==> src/rtl/la_ctrl_pkg.sv <==
// Shared constants and payload types for the logic-analyzer front-panel control blocks.
// Default timing assumes a 25 MHz clock: 10 ms debounce, 500 ms hold, 100 ms repeat.
package la_ctrl_pkg;

    localparam int unsigned DEB_CYC_DEF  = 250000;
    localparam int unsigned HOLD_CYC_DEF = 12500000;
    localparam int unsigned RPT_CYC_DEF  = 2500000;

    localparam int unsigned SEL_W_DEF  = 2;
    localparam int unsigned ZOOM_W_DEF = 2;
    localparam int unsigned OFS_W_DEF  = 2;

    // One event bit per front-panel button; ofs_inc is bit 0 (SW1) through clk_next bit 4 (SW5)
    typedef struct packed {
        logic clk_next;
        logic zoom_out;
        logic zoom_in;
        logic ofs_dec;
        logic ofs_inc;
    } btn_evt_t;

endpackage

==> src/rtl/btn_conditioner.sv <==
// Synchroniser, debounce, press-edge detect and optional auto-repeat for one raw button.
// evt is a registered one-cycle pulse per press (and per repeat when REPEAT_EN is set).
module btn_conditioner
    import la_ctrl_pkg::*;
#(
    parameter int unsigned DEB_CYC   = DEB_CYC_DEF,
    parameter int unsigned HOLD_CYC  = HOLD_CYC_DEF,
    parameter int unsigned RPT_CYC   = RPT_CYC_DEF,
    parameter bit          REPEAT_EN = 1'b0
) (
    input  logic clk,
    input  logic rst_n,
    input  logic btn_raw,
    output logic evt
);

    localparam int unsigned DEB_W  = $clog2(DEB_CYC);
    localparam int unsigned HOLD_W = $clog2(HOLD_CYC + 1);

    logic              sync1_q, sync2_q;
    logic              deb_q, deb_d, deb_dly_q;
    logic [DEB_W-1:0]  cnt_q, cnt_d;
    logic [HOLD_W-1:0] hold_q, hold_d;
    logic              rpt_fire;
    logic              evt_q, evt_d;

    // Debounce: adopt the synchronised level after DEB_CYC consecutive differing cycles
    always_comb begin
        deb_d = deb_q;
        cnt_d = '0;
        if (sync2_q != deb_q) begin
            if (cnt_q == DEB_W'(DEB_CYC - 1)) begin
                deb_d = sync2_q;
            end else begin
                cnt_d = cnt_q + DEB_W'(1);
            end
        end
    end

    // Hold counter reloads so that it reaches HOLD_CYC again every RPT_CYC cycles
    always_comb begin
        hold_d   = '0;
        rpt_fire = 1'b0;
        if (REPEAT_EN && deb_q) begin
            if (hold_q == HOLD_W'(HOLD_CYC)) begin
                rpt_fire = 1'b1;
                hold_d   = HOLD_W'(HOLD_CYC - RPT_CYC + 1);
            end else begin
                hold_d = hold_q + HOLD_W'(1);
            end
        end
        evt_d = (deb_q & ~deb_dly_q) | rpt_fire;
    end

    always_ff @(posedge clk or negedge rst_n) begin
        if (!rst_n) begin
            sync1_q   <= 1'b0;
            sync2_q   <= 1'b0;
            deb_q     <= 1'b0;
            deb_dly_q <= 1'b0;
            cnt_q     <= '0;
            hold_q    <= '0;
            evt_q     <= 1'b0;
        end else begin
            sync1_q   <= btn_raw;
            sync2_q   <= sync1_q;
            deb_q     <= deb_d;
            deb_dly_q <= deb_q;
            cnt_q     <= cnt_d;
            hold_q    <= hold_d;
            evt_q     <= evt_d;
        end
    end

    assign evt = evt_q;

endmodule

==> src/rtl/vga_view_ctrl.sv <==
// Front-panel controller for the logic-analyzer VGA view: sample-clock select, zoom and offset
// registers driven by five conditioned buttons, plus a one-cycle view-change pulse.
module vga_view_ctrl
    import la_ctrl_pkg::*;
#(
    parameter int unsigned DEB_CYC  = DEB_CYC_DEF,
    parameter int unsigned HOLD_CYC = HOLD_CYC_DEF,
    parameter int unsigned RPT_CYC  = RPT_CYC_DEF,
    parameter int unsigned SEL_W    = SEL_W_DEF,
    parameter int unsigned ZOOM_W   = ZOOM_W_DEF,
    parameter int unsigned OFS_W    = OFS_W_DEF
) (
    input  logic                    clk,
    input  logic                    reset,
    input  logic                    SW1,
    input  logic                    SW2,
    input  logic                    SW3,
    input  logic                    SW4,
    input  logic                    SW5,
    output logic [SEL_W-1:0]        smpl_clk_sel,
    output logic [(1 << SEL_W)-1:0] LED,
    output logic [ZOOM_W-1:0]       zoom,
    output logic [OFS_W-1:0]        offset,
    output logic                    view_chg
);

    localparam int unsigned LED_W = 1 << SEL_W;
    localparam logic [ZOOM_W-1:0] ZOOM_MAX = '1;
    localparam logic [OFS_W-1:0]  OFS_MAX  = '1;

    logic [4:0] sw_raw;
    logic [4:0] evt_vec;
    btn_evt_t   evt;

    logic [SEL_W-1:0]  sel_q, sel_d;
    logic [ZOOM_W-1:0] zoom_q, zoom_d;
    logic [OFS_W-1:0]  ofs_q, ofs_d;
    logic              view_chg_q, view_chg_d;

    assign sw_raw = {SW5, SW4, SW3, SW2, SW1};

    // Only the offset buttons (SW1/SW2) auto-repeat
    for (genvar gi = 0; gi < 5; gi++) begin : g_btn
        btn_conditioner #(
            .DEB_CYC  (DEB_CYC),
            .HOLD_CYC (HOLD_CYC),
            .RPT_CYC  (RPT_CYC),
            .REPEAT_EN(1'(gi < 2))
        ) u_btn (
            .clk    (clk),
            .rst_n  (reset),
            .btn_raw(sw_raw[gi]),
            .evt    (evt_vec[gi])
        );
    end

    assign evt = btn_evt_t'(evt_vec);

    // Saturating zoom/offset, wrapping sample-clock select; a zoom change recentres the offset
    always_comb begin
        sel_d  = sel_q;
        zoom_d = zoom_q;
        ofs_d  = ofs_q;
        if (evt.clk_next) begin
            sel_d = sel_q + SEL_W'(1);
        end
        if (evt.zoom_in && !evt.zoom_out && zoom_q != ZOOM_MAX) begin
            zoom_d = zoom_q + ZOOM_W'(1);
        end else if (evt.zoom_out && !evt.zoom_in && zoom_q != '0) begin
            zoom_d = zoom_q - ZOOM_W'(1);
        end
        if (evt.ofs_inc && !evt.ofs_dec && ofs_q != OFS_MAX) begin
            ofs_d = ofs_q + OFS_W'(1);
        end else if (evt.ofs_dec && !evt.ofs_inc && ofs_q != '0) begin
            ofs_d = ofs_q - OFS_W'(1);
        end
        if (zoom_d != zoom_q) begin
            ofs_d = '0;
        end
        view_chg_d = (sel_d != sel_q) || (zoom_d != zoom_q) || (ofs_d != ofs_q);
    end

    always_ff @(posedge clk or negedge reset) begin
        if (!reset) begin
            sel_q      <= '0;
            zoom_q     <= '0;
            ofs_q      <= '0;
            view_chg_q <= 1'b0;
        end else begin
            sel_q      <= sel_d;
            zoom_q     <= zoom_d;
            ofs_q      <= ofs_d;
            view_chg_q <= view_chg_d;
        end
    end

    assign smpl_clk_sel = sel_q;
    assign zoom         = zoom_q;
    assign offset       = ofs_q;
    assign view_chg     = view_chg_q;
    assign LED          = LED_W'(1) << sel_q;

endmodule

==> config.mk <==
export PLATFORM = sky130hd
export DESIGN_NAME = vga_view_ctrl
export DESIGN_NICKNAME = d
export VERILOG_FILES = /design/src/rtl/la_ctrl_pkg.sv /design/src/rtl/btn_conditioner.sv /design/src/rtl/vga_view_ctrl.sv
export SDC_FILE = /design/constraint.sdc
export NUM_CORES = 1
export LEC_CHECK = 0
export ABC_AREA = 1
export CAP_MARGIN = 20
export CORE_MARGIN = 5
export CORE_UTILIZATION = 45
export CTS_BUF_LIST = sky130_fd_sc_hd__clkbuf_2 sky130_fd_sc_hd__clkbuf_4 sky130_fd_sc_hd__clkbuf_8
export DETAILED_ROUTE_END_ITERATION = 7
export SETUP_SLACK_MARGIN = 0.05
export SYNTH_ARGS = -nofsm -noshare
export SYNTH_HDL_FRONTEND = slang
export SYNTH_SLANG_ARGS = --single-unit
export TNS_END_PERCENT = 10
==> constraint.sdc <==
create_clock -name clk -period 4.45 [get_ports clk]
set_clock_uncertainty 0.05 [all_clocks]
set_input_delay 1.1125 -clock clk [delete_from_list [all_inputs] [get_ports clk]]
set_output_delay 1.1125 -clock clk [all_outputs]
set_load 0.005 [all_outputs]
; ---- Yosys cells after proc, flatten, opt, wreduce, memory -nomap -nowiden
; Index checks and enable logic that the tools add are counted.
[word_totals]
ff_bits = 170
inputBits = 7
output_inout_bits = 11
wordCells = 123
[op_classes]
n_addsub = 12
eq_ne = 17
n_shift = 1
muxes = 24
n_bitwise = 12
reduce_logical = 21
[ops]
columns = operator, n
row1 = 2-to-1 mux 18 bit, 10
row2 = 2-to-1 mux 24 bit, 4
row3 = "adder 18 x 1 -> 18 bit, second input constant", 5
row4 = "equality test 18 bit, second input constant", 5
row5 = "adder 24 x 1 -> 24 bit, second input constant", 2
row6 = "equality test 24 bit, second input constant", 2
row7 = 2-to-1 mux 2 bit, 6
row8 = AND reduction 2 bit, 5
row9 = logical AND 1 bit, 8
row10 = "adder 2 x 1 -> 2 bit, second input constant", 3
row11 = != test 2 bit, 3
row12 = AND 1 bit, 5
row13 = != test 1 bit, 5
row14 = NOT 1 bit, 5
row15 = zero test 1 bit, 4
row16 = 2-to-1 mux 1 bit, 4
row17 = "!= test 2 bit, second input constant", 2
row18 = nonzero test 2 bit, 2
row19 = "left shift 1 x 2 -> 4 bit, first input constant", 1
row20 = "subtractor 2 x 1 -> 2 bit, second input constant", 2
row21 = logical OR 1 bit, 2
row22 = bitwise OR 1 bit, 2

; ---- Logic depth before layout (Yosys ltp)
; Gate-level depths: netlist of the first run.
[depth]
ltp_word = 9
mapped_depth = 9

; ---- Hierarchy
; From an unflattened synthesis of the first run, not the netlist that was laid out.
[unflattened]
hier_cells = 1142
area_unflattened_um2 = 9202.6
[modules_own_cells]
columns = module, instances, cells_each, area_per_inst_um2, seq_area_each_um2
row1 = btn_conditioner at g_btn[0].u_btn ..., 2, 328, 2595.0, 1176.1
row2 = btn_conditioner at g_btn[2].u_btn ..., 3, 142, 1173.6, 575.6
row3 = vga_view_ctrl, 1, 60, 491.7, 175.2

; ---- Least setup slack after synthesis of the first run
; OpenSTA, ideal clock, no wires.
[synth_path]
path_type = flip-flop to output port
startpoint = register sel_q[0] (netlist: smpl_clk_sel[0])
endpoint = output LED[0]
t_arrival_ns = 0.681
required_time_ns = 3.288
slack_ns = 2.606
stages_incl_launch_ff = 3
path_buffers = 0
path_cell_list = dfrtp_1 inv_1 ha_1
[synth_between]
elab_chain_cells = 1
[synth_lines]
columns = element, line_no
row1 = start: declaration, vga_view_ctrl.sv:35  ; logic [SEL_W-1:0] sel_q, sel_d;
row2 = start signal: assignment, vga_view_ctrl.sv:90  ; sel_q <= sel_d;
row3 = left shift 1 x 2 -> 4 bit, vga_view_ctrl.sv:101  ; assign LED = LED_W'(1) << sel_q;
row4 = end: declaration, vga_view_ctrl.sv:21  ; output logic [(1 << SEL_W)-1:0] LED,
; No other way between the ends.

; ---- Final worst setup path of the first run
; Same ends and word-level chain as after synthesis.

==> impl_results.md, run 1 <==
- Result of the run: finished clean
- IR Drop Worst-Case VDD: 0.184 mV
- Worst Hold End: g_btn[0].u_btn.sync2_q
- Crit path kind: reg -> out
- Reg2reg path depth: 6
- Headroom to the max-slew limit: 0.422
- Post-layout min period: 2830 ps
- Maximum number of pins on one net before global-route repair: 107
- Die span in y: 154 um
- Worst-case hold slack: 308 ps
- Average instance area after synthesis: 7.62 um2
- Worst hold path cell count: 0
- Final number of max-transition violations: 0
- FFs w/ async S/R, synth: 1.00
- Final total negative setup slack: 0 ps
- Post-CTS setup repair buffer count: 0
- Maximum clock frequency: 354 MHz
- Gr busiest metal: met2
- Post-cts hold buffer count: 0
- Worst reg2reg path endpoint: g_btn[1].u_btn.cnt_q[12]
- Total wire length after detailed routing: 18400 um
- CTS H-tree depth: 4
- Post_cts resized: 0
- Vias after detailed routing: 7321
- Critical path's top delay family: buffers and inverters
- Max-capacitance violation count: 0
- Worst-path cell chain: inv_1 -> ha_1 -> clkdlybuf4s50_1
- TritonCTS clock tree: done
- Io pins: 18
- Met1 Track Usage GR: 0.219
- Worst flop-to-flop path startpoint: g_btn[1].u_btn.cnt_q[0]
- Final Hold Viols: 0
- Count of inserted antenna diode cells: 0
- Largest cells by area after synthesis: dfrtp_1 45%, nor2_1 12%, nand2_1 11%
- Cell type contributing the most total cell area after synthesis: dfrtp_1
- Horizontal die dimension: 154 um
- Tot GR Track Use: 0.163
- Register area share after synthesis: 0.454
- Net Count, Synth: 1252
- Post-detailed-placement half-perimeter wirelength: 13600 um
- Peak fanout along the critical path: 5
- Post-synth cell types: 35
- Power Dens Cells: 279 nW/um2
- Post-layout util: 0.507
- Cell area reported after detailed placement: 9880 um2
- Share of post-route cells with drive strength above 1: 0.0778
- RSZ-0062 raised after global routing: no
- CTS Sinks: 170
- Cell Area, Synth: 9360 um2
- Arrival time reported for the critical path endpoint: 1660 ps
- Starting DRT DRC Count: 341
- Largest stage delay on the critical path: 500 ps
- Final Net Count: 1284
- Via count of the first global-routing pass: 7052
- Number of warning messages in the yosys log: 0
- Die footprint: 23800 um2
- Met3 capacity usage during global routing: 0.0293
- RePlAce Congestion: 0.916
- Wire length of the first global-routing pass: 32500 um
- Post-synthesis to final-layout area growth: 10.3%
- Overflow left after global routing: 0
- Number of clock buffers inserted by TritonCTS: 17
- Initial cell density of the core: 0.460
- Final non-filler cell area: 10300 um2
- Hold Crit Class: reg -> reg
- Post-synthesis register bit count: 170
- Final period util: 0.635
- Primary FF master, synth: dfrtp_1
- Clk Tree Root Cell: clkbuf_8
- First-pass detailed-route iteration total: 5
- Final setup viols: 0
- Core region area: 20400 um2
- Leak pwr: 0.00445 uW
- Area share of the largest cell type after synthesis: 0.454
- Kind of launch point of the worst setup path: flip-flop
- Residual antenna-violating net count after detailed routing: 0
- EDFF count, synth: 0
- Met2 usage: 0.274
- Avg WL per Cell: 11.9 um
- Clock edge transition at the registers on the reported setup and hold paths: 100 ps
- Post-Synthesis Cells: 1228
- Vias per cell: 4.74
- Worst slew pin tran: 867 ps
- Clock latency of the later-clocked register in the worst-skew pair: 460 ps
- Power consumption: 2880 uW
- DRC violation count after routing: 0
- Hold_sp: g_btn[0].u_btn.sync1_q
- Slack of the worst reg-to-reg path: 2730 ps
- Setup crit end kind: primary output
- Number of antenna violations at the first check in global routing: 0
- Library cell contributing the largest single delay on the critical path: clkdlybuf4s50_1
- Endpoint required time on the critical path: 3290 ps
- Number of buffers inserted by port buffering: 17
- Max Root-Sink Buffers: 2
- Total buffers and inverters traversed by the critical path: 2
- Standard-cell row count: 52
## cell usage in the layout, fill, tap and decap left out, types with 6 or more instances in the layout
cell type	count
nor3_1	13
inv_2	8
nor2_4	10
nand2_1	285
nand3b_1	9
dfrtp_1	170
xor2_1	52
xnor2_1	25
nand2_2	10
nand4_1	29
a21oi_1	25
o21ai_0	9
nor2_2	16
nor2_1	297
clkbuf_8	18
inv_6	6
clkdlybuf4s50_1	16
nand3_1	67
nand3_2	9
ha_1	17
inv_1	141
## sequential cells by signal, indices dropped and copies added, names as in the netlist, 2 cells and up
| register | count |
|---|---|
| g_btn.u_btn.cnt_q | 90 |
| g_btn.u_btn.evt | 5 |
| smpl_clk_sel | 2 |
| zoom | 2 |
| g_btn.u_btn.deb_q | 5 |
| g_btn.u_btn.sync1_q | 5 |
| offset | 2 |
| g_btn.u_btn.hold_q | 48 |
| g_btn.u_btn.deb_dly_q | 5 |
| g_btn.u_btn.sync2_q | 5 |
## synth_stat cells (10+ instances only)
| master | count |
|---|---|
| xor2_1 | 52 |
| ha_1 | 17 |
| nor2_1 | 297 |
| nor2_2 | 16 |
| nand4_1 | 29 |
| nand2_2 | 10 |
| nor3_1 | 13 |
| nand2_1 | 285 |
| dfrtp_1 | 170 |
| nor2_4 | 10 |
| nand3_1 | 67 |
| a21oi_1 | 25 |
| xnor2_1 | 25 |
| inv_1 | 141 |
## stage by stage
stage / cells / setup slack (ps)
floorplan: 1228 / 2610
global placement: 1511 / 2140
detailed placement: 1511 / 2090
CTS: 1543 / 1570
global route: 1543 / 1510
finish: 1543 / 1620
## logic make-up (layout without fill, tap and decap cells)
logic type                 after synthesis  count (layout)  synth area share
DFF                                    170             170             0.454
buffers and inverters                  155             200            0.0623
AOI/OAI and AO/OA                       45              45            0.0266
and+or+nand+nor                        764             764             0.362
adders and majority gates               17              17            0.0227
xor gates and xnor gates                77              77            0.0720
## routing by layer
layer | up-vias | wire length (um)
li1 | 3881 | -
met1 | 3368 | 9130
met2 | 55 | 8630
met3 | 17 | 384
met4 | 0 | 255
met5 | - | 0
## worst register-to-register path, cell delays in order (launching register included)
cell and delay, ps:
dfrtp_1 470, ha_1 200, nand2_1 100, nor2_4 180, nand4_1 170, o21ai_1 340
nor2_1 90
## area by class of cell
type | count | area (um2)
Fill cell | 1992 | 10000
Multi-Input combinational cell | 903 | 4520
Sequential cell | 170 | 4250
Inverter | 149 | 559
Tap cell | 270 | 338
Clock buffer | 18 | 241
Clock inverter | 14 | 209
Timing Repair Buffer | 19 | 201
## where the power goes
group          internal (uW)  switching, uW
Combinational           21.1           55.8
Sequential              1560           12.7
Clock                    632            596
## worst max-delay path by stage
| stage | from | to | slack, ps | depth (start not counted) |
|---|---|---|---|---|
| after floorplan | smpl_clk_sel[0] | LED[0] | 2610 | 2 |
| after global placement | smpl_clk_sel[0] | LED[2] | 2140 | 3 |
| after detailed placement | smpl_clk_sel[0] | LED[0] | 2090 | 3 |
| after CTS | smpl_clk_sel[0] | LED[0] | 1570 | 3 |
| after global routing | smpl_clk_sel[0] | LED[2] | 1510 | 3 |
| final | smpl_clk_sel[0] | LED[0] | 1620 | 3 |
(Power assumes the default switching activity.)
==> inputs of run 2 (changes only) <==
clock period = 2.64 ns   (was 4.45 ns; I/O delays follow)
==> impl_results.md, run 2 (same netlist as run 1, synthesis figures left out) <==
- Result of the run: finished clean (unchanged)
- Post-detailed-placement half-perimeter wirelength: 13700 um (was 13600 um)
- Residual antenna-violating net count after detailed routing: 0 (unchanged)
- Wire length of the first global-routing pass: 33200 um (was 32500 um)
- Post_cts resized: 0 (unchanged)
- Maximum clock frequency: 424 MHz
- Initial cell density of the core: 0.460 (unchanged)
- Number of buffers inserted by port buffering: 17 (unchanged)
- Crit path kind: reg -> out (unchanged)
- Vias after detailed routing: 7354 (was 7321)
- Clk Tree Root Cell: clkbuf_8 (unchanged)
- Final setup viols: 0 (unchanged)
- Power consumption: 4690 uW (was 2880 uW)
- Clock latency of the later-clocked register in the worst-skew pair: 470 ps (was 460 ps)
- CTS H-tree depth: 4 (unchanged)
- Vias per cell: 4.76 (was 4.74)
- CTS Sinks: 170 (unchanged)
- Hold Crit Class: in -> async (was reg -> reg)
- Flip-flop count of the largest register after layout: 90 (unchanged)
- RePlAce Congestion: 0.907 (was 0.916)
- Setup crit end kind: primary output (unchanged)
- Max-capacitance violation count: 0 (unchanged)
- RSZ-0062 raised after global routing: no (unchanged)
- Kind of launch point of the worst setup path: flip-flop (unchanged)
- Power Dens Cells: 455 nW/um2 (was 279 nW/um2)
- Leak pwr: 0.00445 uW (about the same)
- Headroom to the max-slew limit: 0.526 (was 0.422)
- Via count of the first global-routing pass: 7247 (was 7052)
- DRC violation count after routing: 0 (unchanged)
- Final number of max-transition violations: 0 (unchanged)
- Reg2reg path depth: 9 (was 6)
- Post-layout min period: 2360 ps
- Worst slew pin tran: 710 ps (was 867 ps)
- Die span in y: 154 um (unchanged)
- Worst flop-to-flop path startpoint: g_btn[0].u_btn.hold_q[0] (was g_btn[1].u_btn.cnt_q[0])
- IR Drop Worst-Case VDD: 0.287 mV (was 0.184 mV)
- Slack of the worst reg-to-reg path: 900 ps (was 2730 ps)
- Final Net Count: 1286 (was 1284)
- Final Hold Viols: 0 (unchanged)
- Die footprint: 23800 um2 (unchanged)
- Post-CTS setup repair buffer count: 0 (unchanged)
- Post-synthesis to final-layout area growth: 10.1% (was 10.3%)
- Number of clock buffers inserted by TritonCTS: 17 (unchanged)
- Largest registers ranked by flip-flop count: g_btn.u_btn.cnt_q: 90 flops, g_btn.u_btn.hold_q: 48 flops (unchanged)
- Endpoint required time on the critical path: 1930 ps (was 3290 ps)
- Commonest non-fill, non-tap cell in the layout: nor2_1 (unchanged)
- TritonCTS clock tree: done (unchanged)
- Core region area: 20400 um2 (unchanged)
- Maximum number of pins on one net before global-route repair: 52 (was 107)
- First-pass detailed-route iteration total: 5 (unchanged)
- Peak fanout along the critical path: 5 (unchanged)
- Tot GR Track Use: 0.167 (was 0.163)
- Final period util: 0.893
- Share of post-route cells with drive strength above 1: 0.0792 (was 0.0778)
- Starting DRT DRC Count: 340 (was 341)
- Commonest cells after routing, fill and taps aside: 297 x nor2_1, 285 x nand2_1, 170 x dfrtp_1 (unchanged)
- Standard-cell row count: 52 (unchanged)
- Horizontal die dimension: 154 um (unchanged)
- Avg WL per Cell: 12.0 um (was 11.9 um)
- Max Root-Sink Buffers: 2 (unchanged)
- Post-cts hold buffer count: 0 (unchanged)
- Biggest register: g_btn.u_btn.cnt_q (unchanged)
- Arrival time reported for the critical path endpoint: 1650 ps (was 1660 ps)
- Number of antenna violations at the first check in global routing: 0 (unchanged)
- Overflow left after global routing: 0 (unchanged)
- Clock edge transition at the registers on the reported setup and hold paths: 100 ps (about the same)
- Io pins: 18 (unchanged)
- Count of inserted antenna diode cells: 0 (unchanged)
- Worst reg2reg path endpoint: g_btn[0].u_btn.hold_q[18] (was g_btn[1].u_btn.cnt_q[12])
- Final total negative setup slack: 0 ps (unchanged)
- Total wire length after detailed routing: 18600 um (was 18400 um)
-- run 2: layer usage --
metal  vias up  routed length, um  track usage
li1       3877                  -            -
met1      3385               9120        0.221
met2        71               8810        0.280
met3        21                331       0.0291
met4         0                310       0.0559
met5         -                  0            0
-- run 2: critical path: stages, from the launching register on --
cell	delay, ps
dfrtp_1	440
inv_1	100
ha_1	140
clkdlybuf4s50_1	500
-- run 2: how the worst max path moves through the flow --
stage	depth (start not counted)	slack (ps)	startpoint	end
floorplan	9	1160	g_btn[0].u_btn.hold_q[0]	g_btn[0].u_btn.hold_q[18]
global placement	3	780	smpl_clk_sel[0]	LED[2]
detailed placement	3	770	smpl_clk_sel[0]	LED[0]
CTS	3	230	smpl_clk_sel[0]	LED[0]
global route	3	180	smpl_clk_sel[0]	LED[2]
finish	3	280	smpl_clk_sel[0]	LED[0]
-- run 2: power breakdown --
part	total (uW)	switching, uW	internal (uW)	leakage (uW)
clock	1910	1030	874	0.000206
sequential	2650	21.7	2630	0.00234
combinational	136	96.2	39.6	0.00190
total	4690	1150	3540	0.00445
-- run 2: stage by stage --
stage,util,std cells,instance area (um2),setup slack (ps),hold WS (ps)
4_1_cts,0.506,1545,10300,230,59.5
3_5_place_dp,0.486,1513,9900,772,291
6_report,0.506,1545,10300,282,86.0
2_1_floorplan,-,1228,9360,1160,281
5_1_grt,0.506,1545,10300,182,81.1
3_3_place_gp,0.486,1513,9900,783,284
-- run 2: layout make-up --
| class | count | area [um2] |
|---|---|---|
| fillers | 1984 | 10100 |
| clock buffers | 18 | 241 |
| flip-flops and latches | 170 | 4250 |
| repair buffers | 21 | 229 |
| multi-input cells | 903 | 4520 |
| clock inverters | 14 | 160 |
| well taps | 270 | 338 |
| inverters | 149 | 559 |
==> inputs of run 3 (changes only) <==
PLACE_DENSITY_LB_ADDON = 0.12   (was unset)
SLEW_MARGIN = 20   (was unset)
==> impl_results.md, run 3 (same netlist as run 1, synthesis figures left out) <==
- Die span in y: 154 um (unchanged)
- Clk Tree Root Cell: clkbuf_8 (unchanged)
- Leak pwr: 0.00446 uW (was 0.00445 uW)
- Number of antenna violations at the first check in global routing: 0 (unchanged)
- RSZ-0062 raised after global routing: no (unchanged)
- Standard-cell row count: 52 (unchanged)
- Total wire length after detailed routing: 19000 um (was 18600 um)
- Largest registers ranked by flip-flop count: g_btn.u_btn.cnt_q: 90 flops, g_btn.u_btn.hold_q: 48 flops (unchanged)
- Headroom to the max-slew limit: 0.572 (was 0.526)
- Post-CTS setup repair buffer count: 0 (unchanged)
- Vias after detailed routing: 7397 (was 7354)
- Met1 Track Usage GR: 0.239 (was 0.221)
- DRC violation count after routing: 0 (unchanged)
- Clock latency of the later-clocked register in the worst-skew pair: 460 ps (was 470 ps)
- Final Net Count: 1287 (was 1286)
- Share of post-route cells with drive strength above 1: 0.0799 (was 0.0792)
- Result of the run: finished clean (unchanged)
- Post-cts hold buffer count: 0 (unchanged)
- CTS H-tree depth: 4 (unchanged)
- Core region area: 20400 um2 (unchanged)
- Residual antenna-violating net count after detailed routing: 0 (unchanged)
- Final setup viols: 0 (unchanged)
- Via count of the first global-routing pass: 7063 (was 7247)
- Setup crit end kind: primary output (unchanged)
- Starting DRT DRC Count: 357 (was 340)
- Power Dens Cells: 454 nW/um2 (was 455 nW/um2)
- Avg WL per Cell: 12.3 um (was 12.0 um)
- Worst slew pin tran: 642 ps (was 710 ps)
- Number of buffers inserted by port buffering: 17 (unchanged)
- Arrival time reported for the critical path endpoint: 1660 ps (was 1650 ps)
- Horizontal die dimension: 154 um (unchanged)
- Commonest cells after routing, fill and taps aside: 297 x nor2_1, 285 x nand2_1, 170 x dfrtp_1 (unchanged)
- Gr busiest metal: met2 (unchanged)
- Met3 capacity usage during global routing: 0.0316 (was 0.0291)
- Final Hold Viols: 0 (unchanged)
- Maximum clock frequency: 423 MHz (was 424 MHz)
- Hold Crit Class: in -> async (unchanged)
- Final period util: 0.896 (was 0.893)
- Crit path kind: reg -> out (unchanged)
- Commonest non-fill, non-tap cell in the layout: nor2_1 (unchanged)
- Max-capacitance violation count: 0 (unchanged)
- IR Drop Worst-Case VDD: 0.260 mV (was 0.287 mV)
- Number of clock buffers inserted by TritonCTS: 17 (unchanged)
- Overflow left after global routing: 0 (unchanged)
- Clock edge transition at the registers on the reported setup and hold paths: 90 ps (was 100 ps)
- Storage element area: 4250 um2 (unchanged)
- Post-layout min period: 2370 ps (was 2360 ps)
- Max Root-Sink Buffers: 2 (unchanged)
- Final total negative setup slack: 0 ps (unchanged)
- Post_cts resized: 0 (unchanged)
- Initial cell density of the core: 0.460 (unchanged)
- Die footprint: 23800 um2 (unchanged)
- Wire length of the first global-routing pass: 33500 um (was 33200 um)
- Biggest register: g_btn.u_btn.cnt_q (unchanged)
- Flip-flop count of the largest register after layout: 90 (unchanged)
- Area of the multi-input gates: 4520 um2 (unchanged)
- Final number of max-transition violations: 0 (unchanged)
- Io pins: 18 (unchanged)
- RePlAce Congestion: 0.858 (was 0.907)
- Number of fillers in the final layout: 1936 (was 1984)
- Count of inserted antenna diode cells: 0 (unchanged)
- CTS Sinks: 170 (unchanged)
- Post-detailed-placement half-perimeter wirelength: 13900 um (was 13700 um)
- Met2 usage: 0.268 (was 0.280)
- TritonCTS clock tree: done (unchanged)
- Endpoint required time on the critical path: 1930 ps (about the same)
- Peak fanout along the critical path: 5 (unchanged)
- Kind of launch point of the worst setup path: flip-flop (unchanged)
- First-pass detailed-route iteration total: 5 (unchanged)
- Setup slack after placement: 749 ps (was 772 ps)
- Post-synthesis to final-layout area growth: 10.2% (was 10.1%)
- Vias per cell: 4.78 (was 4.76)
- Post-layout worst setup margin: 274 ps (was 282 ps)
- Tot GR Track Use: 0.168 (was 0.167)
- Maximum number of pins on one net before global-route repair: 52 (unchanged)
## run 3: layout make-up
class	instances	area share
Clock buffer	22	0.0281
Clock inverter	10	0.0113
Inverter	149	0.0542
Multi-Input combinational cell	903	0.438
Sequential cell	170	0.412
Tap cell	270	0.0327
Timing Repair Buffer	22	0.0229
## run 3: final timing paths
| kind | startpoint | depth (start not counted) | slack (ps) | end |
|---|---|---|---|---|
| worst min-delay path | reset | 1 | 90 | g_btn[2].u_btn.cnt_q[11] |
| worst min register to register | g_btn[2].u_btn.sync1_q | 0 | 310 | g_btn[2].u_btn.sync2_q |
| worst max register to register | g_btn[1].u_btn.cnt_q[0] | 6 | 840 | g_btn[1].u_btn.cnt_q[12] |
| max in group asynchronous | reset | 2 | 1840 | g_btn[0].u_btn.hold_q[11] |
| min in group clk | g_btn[2].u_btn.sync1_q | 0 | 310 | g_btn[2].u_btn.sync2_q |
| worst max-delay path | smpl_clk_sel[0] | 3 | 270 | LED[0] |
## run 3: worst max-delay path, cell delays in order, from the launching register on
cell and delay, ps:
dfrtp_1 440, inv_1 110, ha_1 150, clkdlybuf4s50_1 500
## run 3: metrics by stage
stage / total power, uW / hold slack [ps] / area [um2] / std cells / util
5_1_grt: 4910 / 86.6 / 10300 / 1546 / 0.507
6_report: 4680 / 86.4 / 10300 / 1546 / 0.507
3_3_place_gp: 2840 / 284 / 9910 / 1514 / 0.487
2_1_floorplan: 2750 / 281 / 9360 / 1228 / -
4_1_cts: 4760 / 77.5 / 10300 / 1546 / 0.507
3_5_place_dp: 2850 / 293 / 9910 / 1514 / 0.487
## run 3: where the power goes
| part | switching (uW) | internal [uW] | total, uW |
|---|---|---|---|
| clock network | 959 | 939 | 1900 |
| logic | 96.9 | 40.5 | 137 |
| registers | 22.0 | 2630 | 2650 |
| total | 1080 | 3610 | 4680 |
## run 3: metal layers
layer | part of all wire | up-vias
li1 | - | 3883
met1 | 0.51 | 3415
met3 | 0.028 | 17
met5 | 0 | -
met2 | 0.45 | 82
met4 | 0.0083 | 0
